$ cat src/rtl/decode_stage.sv
// decode_stage
// Single-entry RV32I decode stage. Decodes the incoming instruction into
// datapath control selects, resolves the branch direction from the
// rs1-vs-rs2 compare flags, and holds the decoded bundle in one output
// register with a valid/ready handshake on both sides.
//
// Parameters:
//   XLEN      - width of pc_in/pc_out
//   BR_FULL   - 1: all six RV32I branch conditions; 0: any branch taken iff eq
//   ILL_CNT_W - width of the saturating illegal-instruction counter
//
// Ports:
//   clk, rst_n          - clock, synchronous active-low reset
//   in_valid/in_ready   - upstream handshake (in_ready is combinational)
//   instr, pc_in        - instruction and its PC
//   eq, lt, ltu         - compare flags, valid alongside instr
//   flush               - kills the held and the incoming instruction
//   out_valid/out_ready - downstream handshake
//   op1sel..pcsel       - registered control selects
//   pc_out              - registered PC of the held instruction
//   illegal             - held instruction was not a recognised encoding
//   ill_cnt             - saturating count of accepted illegal instructions
module decode_stage #(
    parameter int XLEN      = 32,
    parameter int BR_FULL   = 1,
    parameter int ILL_CNT_W = 8
) (
    input  logic                 clk,
    input  logic                 rst_n,
    input  logic                 in_valid,
    output logic                 in_ready,
    input  logic [31:0]          instr,
    input  logic [XLEN-1:0]      pc_in,
    input  logic                 eq,
    input  logic                 lt,
    input  logic                 ltu,
    input  logic                 flush,
    output logic                 out_valid,
    input  logic                 out_ready,
    output logic                 op1sel,
    output logic [1:0]           op2sel,
    output logic                 funcsel,
    output logic                 memwr,
    output logic                 regwr,
    output logic                 ra2sel,
    output logic                 wasel,
    output logic [1:0]           wbsel,
    output logic [1:0]           pcsel,
    output logic [XLEN-1:0]      pc_out,
    output logic                 illegal,
    output logic [ILL_CNT_W-1:0] ill_cnt
);

    localparam logic [6:0] OP_ALU    = 7'b0110011;
    localparam logic [6:0] OP_ALUI   = 7'b0010011;
    localparam logic [6:0] OP_LOAD   = 7'b0000011;
    localparam logic [6:0] OP_STORE  = 7'b0100011;
    localparam logic [6:0] OP_JAL    = 7'b1101111;
    localparam logic [6:0] OP_JALR   = 7'b1100111;
    localparam logic [6:0] OP_LUI    = 7'b0110111;
    localparam logic [6:0] OP_AUIPC  = 7'b0010111;
    localparam logic [6:0] OP_BRANCH = 7'b1100011;

    logic [6:0] opcode;
    logic [2:0] funct3;
    logic       unused_instr_bits;

    assign opcode = instr[6:0];
    assign funct3 = instr[14:12];
    // Register/immediate fields are consumed by later stages, not here.
    assign unused_instr_bits = ^{instr[31:15], instr[11:7]};

    logic       d_op1sel;
    logic [1:0] d_op2sel;
    logic       d_funcsel;
    logic       d_memwr;
    logic       d_regwr;
    logic       d_ra2sel;
    logic       d_wasel;
    logic [1:0] d_wbsel;
    logic [1:0] d_pcsel;
    logic       d_illegal;
    logic       br_taken;
    logic       br_bad;
    logic       accept;

    // A stage with one register: it can take a new instruction whenever
    // it is empty or its current content is leaving this cycle.
    assign in_ready = !out_valid || out_ready;
    assign accept   = in_valid && in_ready && !flush;

    // Branch resolution. funct3 010/011 are not branch encodings and are
    // rejected in both modes; the reduced mode treats every other branch
    // as a BEQ.
    always_comb begin
        br_taken = 1'b0;
        br_bad   = 1'b0;
        if (BR_FULL != 0) begin
            case (funct3)
                3'b000:  br_taken = eq;
                3'b001:  br_taken = !eq;
                3'b100:  br_taken = lt;
                3'b101:  br_taken = !lt;
                3'b110:  br_taken = ltu;
                3'b111:  br_taken = !ltu;
                default: br_bad   = 1'b1;
            endcase
        end else begin
            if (funct3 == 3'b010 || funct3 == 3'b011) begin
                br_bad = 1'b1;
            end else begin
                br_taken = eq;
            end
        end
    end

    // Opcode decode. Every field starts at zero so anything not named for
    // an opcode stays zero, and an unknown opcode yields only illegal=1.
    always_comb begin
        d_op1sel  = 1'b0;
        d_op2sel  = 2'd0;
        d_funcsel = 1'b0;
        d_memwr   = 1'b0;
        d_regwr   = 1'b0;
        d_ra2sel  = 1'b0;
        d_wasel   = 1'b0;
        d_wbsel   = 2'd0;
        d_pcsel   = 2'd0;
        d_illegal = 1'b0;
        case (opcode)
            OP_ALU: begin
                d_regwr = 1'b1;
            end
            OP_ALUI: begin
                d_op2sel  = 2'd1;
                d_funcsel = 1'b1;
                d_regwr   = 1'b1;
            end
            OP_LOAD: begin
                d_op2sel  = 2'd1;
                d_funcsel = 1'b1;
                d_regwr   = 1'b1;
                d_wbsel   = 2'd1;
            end
            OP_STORE: begin
                d_op2sel  = 2'd2;
                d_funcsel = 1'b1;
                d_memwr   = 1'b1;
            end
            OP_JAL: begin
                d_regwr = 1'b1;
                d_wbsel = 2'd2;
                d_pcsel = 2'd2;
            end
            OP_JALR: begin
                d_op2sel  = 2'd1;
                d_funcsel = 1'b1;
                d_regwr   = 1'b1;
                d_wbsel   = 2'd2;
                d_pcsel   = 2'd3;
            end
            OP_LUI: begin
                d_op1sel = 1'b1;
                d_ra2sel = 1'b1;
                d_regwr  = 1'b1;
            end
            OP_AUIPC: begin
                d_op1sel = 1'b1;
                d_op2sel = 2'd3;
                d_regwr  = 1'b1;
            end
            OP_BRANCH: begin
                if (br_bad) begin
                    d_illegal = 1'b1;
                end else begin
                    d_pcsel = br_taken ? 2'd1 : 2'd0;
                end
            end
            default: begin
                d_illegal = 1'b1;
            end
        endcase
    end

    // Output register. Whenever the stage empties (flush or drain without
    // a replacement) regwr and memwr are cleared so an invalid slot can
    // never look like a write; the other fields are left as they were.
    always_ff @(posedge clk) begin
        if (!rst_n) begin
            out_valid <= 1'b0;
            op1sel    <= 1'b0;
            op2sel    <= 2'd0;
            funcsel   <= 1'b0;
            memwr     <= 1'b0;
            regwr     <= 1'b0;
            ra2sel    <= 1'b0;
            wasel     <= 1'b0;
            wbsel     <= 2'd0;
            pcsel     <= 2'd0;
            pc_out    <= '0;
            illegal   <= 1'b0;
            ill_cnt   <= '0;
        end else if (flush) begin
            out_valid <= 1'b0;
            memwr     <= 1'b0;
            regwr     <= 1'b0;
        end else if (accept) begin
            out_valid <= 1'b1;
            op1sel    <= d_op1sel;
            op2sel    <= d_op2sel;
            funcsel   <= d_funcsel;
            memwr     <= d_memwr;
            regwr     <= d_regwr;
            ra2sel    <= d_ra2sel;
            wasel     <= d_wasel;
            wbsel     <= d_wbsel;
            pcsel     <= d_pcsel;
            pc_out    <= pc_in;
            illegal   <= d_illegal;
            if (d_illegal && (ill_cnt != '1)) begin
                ill_cnt <= ill_cnt + ILL_CNT_W'(1);
            end
        end else if (out_ready) begin
            out_valid <= 1'b0;
            memwr     <= 1'b0;
            regwr     <= 1'b0;
        end
    end

endmodule

$ cat config.mk
export PLATFORM = sky130hd
export DESIGN_NAME = decode_stage
export DESIGN_NICKNAME = d
export VERILOG_FILES = /design/src/rtl/decode_stage.sv
export SDC_FILE = /design/constraint.sdc
export NUM_CORES = 1
export LEC_CHECK = 0
export CAP_MARGIN = 30
export CORE_MARGIN = 8
export CORE_UTILIZATION = 38
export CTS_CLUSTER_SIZE = 24
export DETAILED_ROUTE_END_ITERATION = 8
export MAX_ROUTING_LAYER = met4
export PLACE_DENSITY = 0.81
export SYNTH_ARGS = -nofsm -noshare
export SYNTH_HDL_FRONTEND = slang
export SYNTH_SLANG_ARGS = --single-unit
export TNS_END_PERCENT = 100
$ cat constraint.sdc
create_clock -name clk -period 2.65 [get_ports clk]
set_input_delay 0.3975 -clock clk [delete_from_list [all_inputs] [get_ports clk]]
set_output_delay 0.3975 -clock clk [all_outputs]
set_load 0.01 [all_outputs]
==> metrics.md <==
| Metric | Value |
|---|---|
| Core area | 5510 um^2 |
| ANT nets after route | 0 |
| Hold crit path type | reg2reg |
| Layout Nets | 444 |
| Overall Power | 0.00154 W |
| Via count | 2,180 |
| Synth cell types | 39 |
| Drt total wl | 6260 um |
| Row cnt | 27 |
| Skew final | 0.00650 ns |
| Largest net degree at the start of global routing | 25 |
| Post-layout instance area | 3360 um^2 |
| Yosys top cell by area | dfxtp_1 |
| Reg clk slew, reported paths | 0.09 ns |
| Root Buffer | clkbuf_8 |
| Worst slew margin | 65.0% |
| Cell leakage power | 1.16 nW |
| Slowest cell delay on critical path | 0.57 ns |
| RSZ-0062 raised after global routing | no |
| Worst Tran Pin Value | 0.521 ns |
| Full die area | 8400 um^2 |
| Critical path class | in2reg |
| Die H | 91.6 um |
| CTS max path bufs | 2 |
| Critical Path Sink Type | flip-flop |
| Cell Chain, Critical Path | clkdlybuf4s50_1 -> or4b_4 -> a2bb2oi_4 -> o21ai_4 -> or4_1 -> a21oi_1 |
| RePlAce Congestion | 0.838 |
| Via density | 4.92 |
| GRT Total Usage | 15.1% |
| Crit path max fanout | 9 |
| H-tree levels | 2 |
| Number of global-route vias before repair | 2,152 |
| Post-layout util | 61.0% |
| Max-slew violation count | 0 |
| Crit share post-route | 81.3% |
| Fill count | 478 |
| Clk sinks | 53 |
| Crit path DAT | 2.38 ns |
| Synth Register Bits | 53 |
| Area grow syn2layout | 54.5% |
| Slowest-stage cell, CP | or4b_4 |
| Initial Util | 39.5% |
| Initial antenna violation count | 0 |
| CTS tree | done |
| Number of port buffers | 103 |
| Synth top area share | 48.8% |
| Syn nets | 344 |
| Fin. Hold Viols | 0 |
| Setup-failing EPs final | 0 |
| Post-Syn Area | 2170 um^2 |
| Hold-fix buffers at CTS | 0 |
| Power Density | 457 nW/um^2 |
| Crit path time final | 2.15 ns |
| Max Cap Viol | 0 |
| Maximum clock rate | 464 MHz |
| Sequential fraction of the synthesis area | 48.8% |
| Initial DRC count | 73 |
| Total CTS buffers | 5 |
| I/O pins | 127 |
| WL per Instance | 14.1 um |
| First-pass GRT wire length | 10,300 um |
| CTS resizes | 0 |
| HPWL Detailed | 4910 um |
| Clock latency on the worst-skew pair | 0.29 ns |
| TNS Setup | 0 ns |
| Synth Instances | 271 |
| Status | finished, final reports clean |
| Setup bufs post-CTS | 0 |
| # diodes | 0 |
| Pre-antenna DRT Iters | 4 |
| Area contributors post-synth | dfxtp_1 49%, nand2_1 14%, a21oi_1 11%, clkbuf_1 2.4%, mux2i_1 1.8% |
| Syn_area_per_cell | 8.02 um^2 |
| DP Area | 3270 um^2 |
| Crit start category | primary input |
| Ys Warns | 0 |
| Die W | 91.6 um |
| VDD IR max | 245 uV |
| Layout cells sized above 1 | 5.12% |
| Total grt overflow | 0 |
| Crit path required time | 2.88 ns |
| Post-route DRC violation count | 0 |
[Yosys cell counts]
cell type and instances:
a21o_1 1, a21oi_1 48, a22oi_1 1, a2bb2oi_4 1, a31oi_1 3, a32oi_1 1, and2_1 1, and3b_1 1
and4b_1 1, buf_1 1, buf_4 1, buf_6 1, clkbuf_1 14, conb_1 1, dfxtp_1 53, ha_1 1
inv_1 1, inv_2 1, mux2i_1 4, nand2_1 83, nand2b_1 3, nand3_1 6, nand3b_1 3, nand4_1 2
nor2_1 10, nor2b_1 2, nor3_1 6, nor3b_4 1, nor4_1 4, o21a_1 1, o21ai_0 3, o21ai_4 1
o21bai_1 1, o31ai_1 2, or2_2 1, or3_1 1, or4_1 2, or4b_4 1, xor2_1 2
[area by class of cell]
cell class	count	area (um^2)	share of cell area (%)
clock buffer	7	86.3	2.57
inverter	2	7.51	0.224
multi-input combinational	199	1030	30.7
sequential	53	1060	31.6
tap	72	90.1	2.68
timing repair buffer	110	1080	32.3
[worst max-delay path, delay by kind of cell]
kind / cells / cell delay [ns]
AOI/OAI and AO/OA: 3 / 0.43
buffers and inverters: 1 / 0.47
and+or+nand+nor: 2 / 1.08
[final timing paths]
check / from / end / slack, ns / cells past startpoint
max reg2reg: out_valid$_SDFFE_PP0P_ / ill_cnt[3]$_SDFFE_PN0P_ / 1.04 / 5
max: instr[3] / ill_cnt[3]$_SDFFE_PN0P_ / 0.50 / 6
min: pc_out[14]$_SDFFE_PN0P_ / pc_out[14]$_SDFFE_PN0P_ / 0.46 / 2
min reg2reg: pc_out[14]$_SDFFE_PN0P_ / pc_out[14]$_SDFFE_PN0P_ / 0.46 / 2
[stage by stage]
step | setup WS (ns) | instances | hold slack, ns
finish | 0.496 | 443 | 0.455
global route | 0.422 | 443 | 0.479
CTS | 0.503 | 443 | 0.457
detailed placement | 0.185 | 436 | 0.445
global placement | 0.213 | 436 | 0.441
floorplan | 0.657 | 271 | 0.476
[layout by cell type (no fill, tap or decap), types with 2 or more instances in the layout]
| master | instances |
|---|---|
| a31oi_1 | 3 |
| or4_1 | 2 |
| clkdlybuf4s50_1 | 103 |
| nor3_1 | 6 |
| a21oi_1 | 48 |
| nand3b_1 | 3 |
| dfxtp_1 | 53 |
| buf_4 | 7 |
| nor2_1 | 10 |
| clkbuf_8 | 6 |
| mux2i_1 | 4 |
| xor2_1 | 2 |
| nor2b_1 | 2 |
| nand4_1 | 2 |
| o31ai_1 | 2 |
| nand2_1 | 83 |
| o21ai_0 | 3 |
| nor4_1 | 4 |
| nand3_1 | 6 |
| nand2b_1 | 3 |
[cell families (layout without fill, tap and decap cells)]
group,Yosys count,count (layout),share of synthesized area (%)
buffers and inverters,19,119,3.80
AO/OA/AOI/OAI,63,63,17.0
other,1,1,0.173
XOR/XNOR,2,2,0.806
AND/OR/NAND/NOR,128,128,26.9
flip-flops,53,53,48.8
adder cells (fa/ha/maj),1,1,0.576
multiplexers,4,4,1.84
[flip-flops by register name (all words and copies together) (netlist names), 2 cells and up]
| name | cells |
|---|---|
| pcsel | 2 |
| ill_cnt | 8 |
| pc_out | 32 |
| wbsel | 2 |
| op2sel | 2 |
[layer usage]
metal | track usage (%) | wire length, um
met5 | - | 0
met1 | 16.7 | 2570
met4 | 3.68 | 63
met3 | 4.32 | 458
met2 | 26.2 | 3180
[power by group]
part           leakage, nW  switching (W)  internal, W  total (W)
logic                0.685       0.000112     0.000149   0.000261
clock network       0.0443       0.000230     0.000208   0.000438
registers            0.431      0.0000144     0.000823   0.000838
Power figures use the tool's default switching activity.
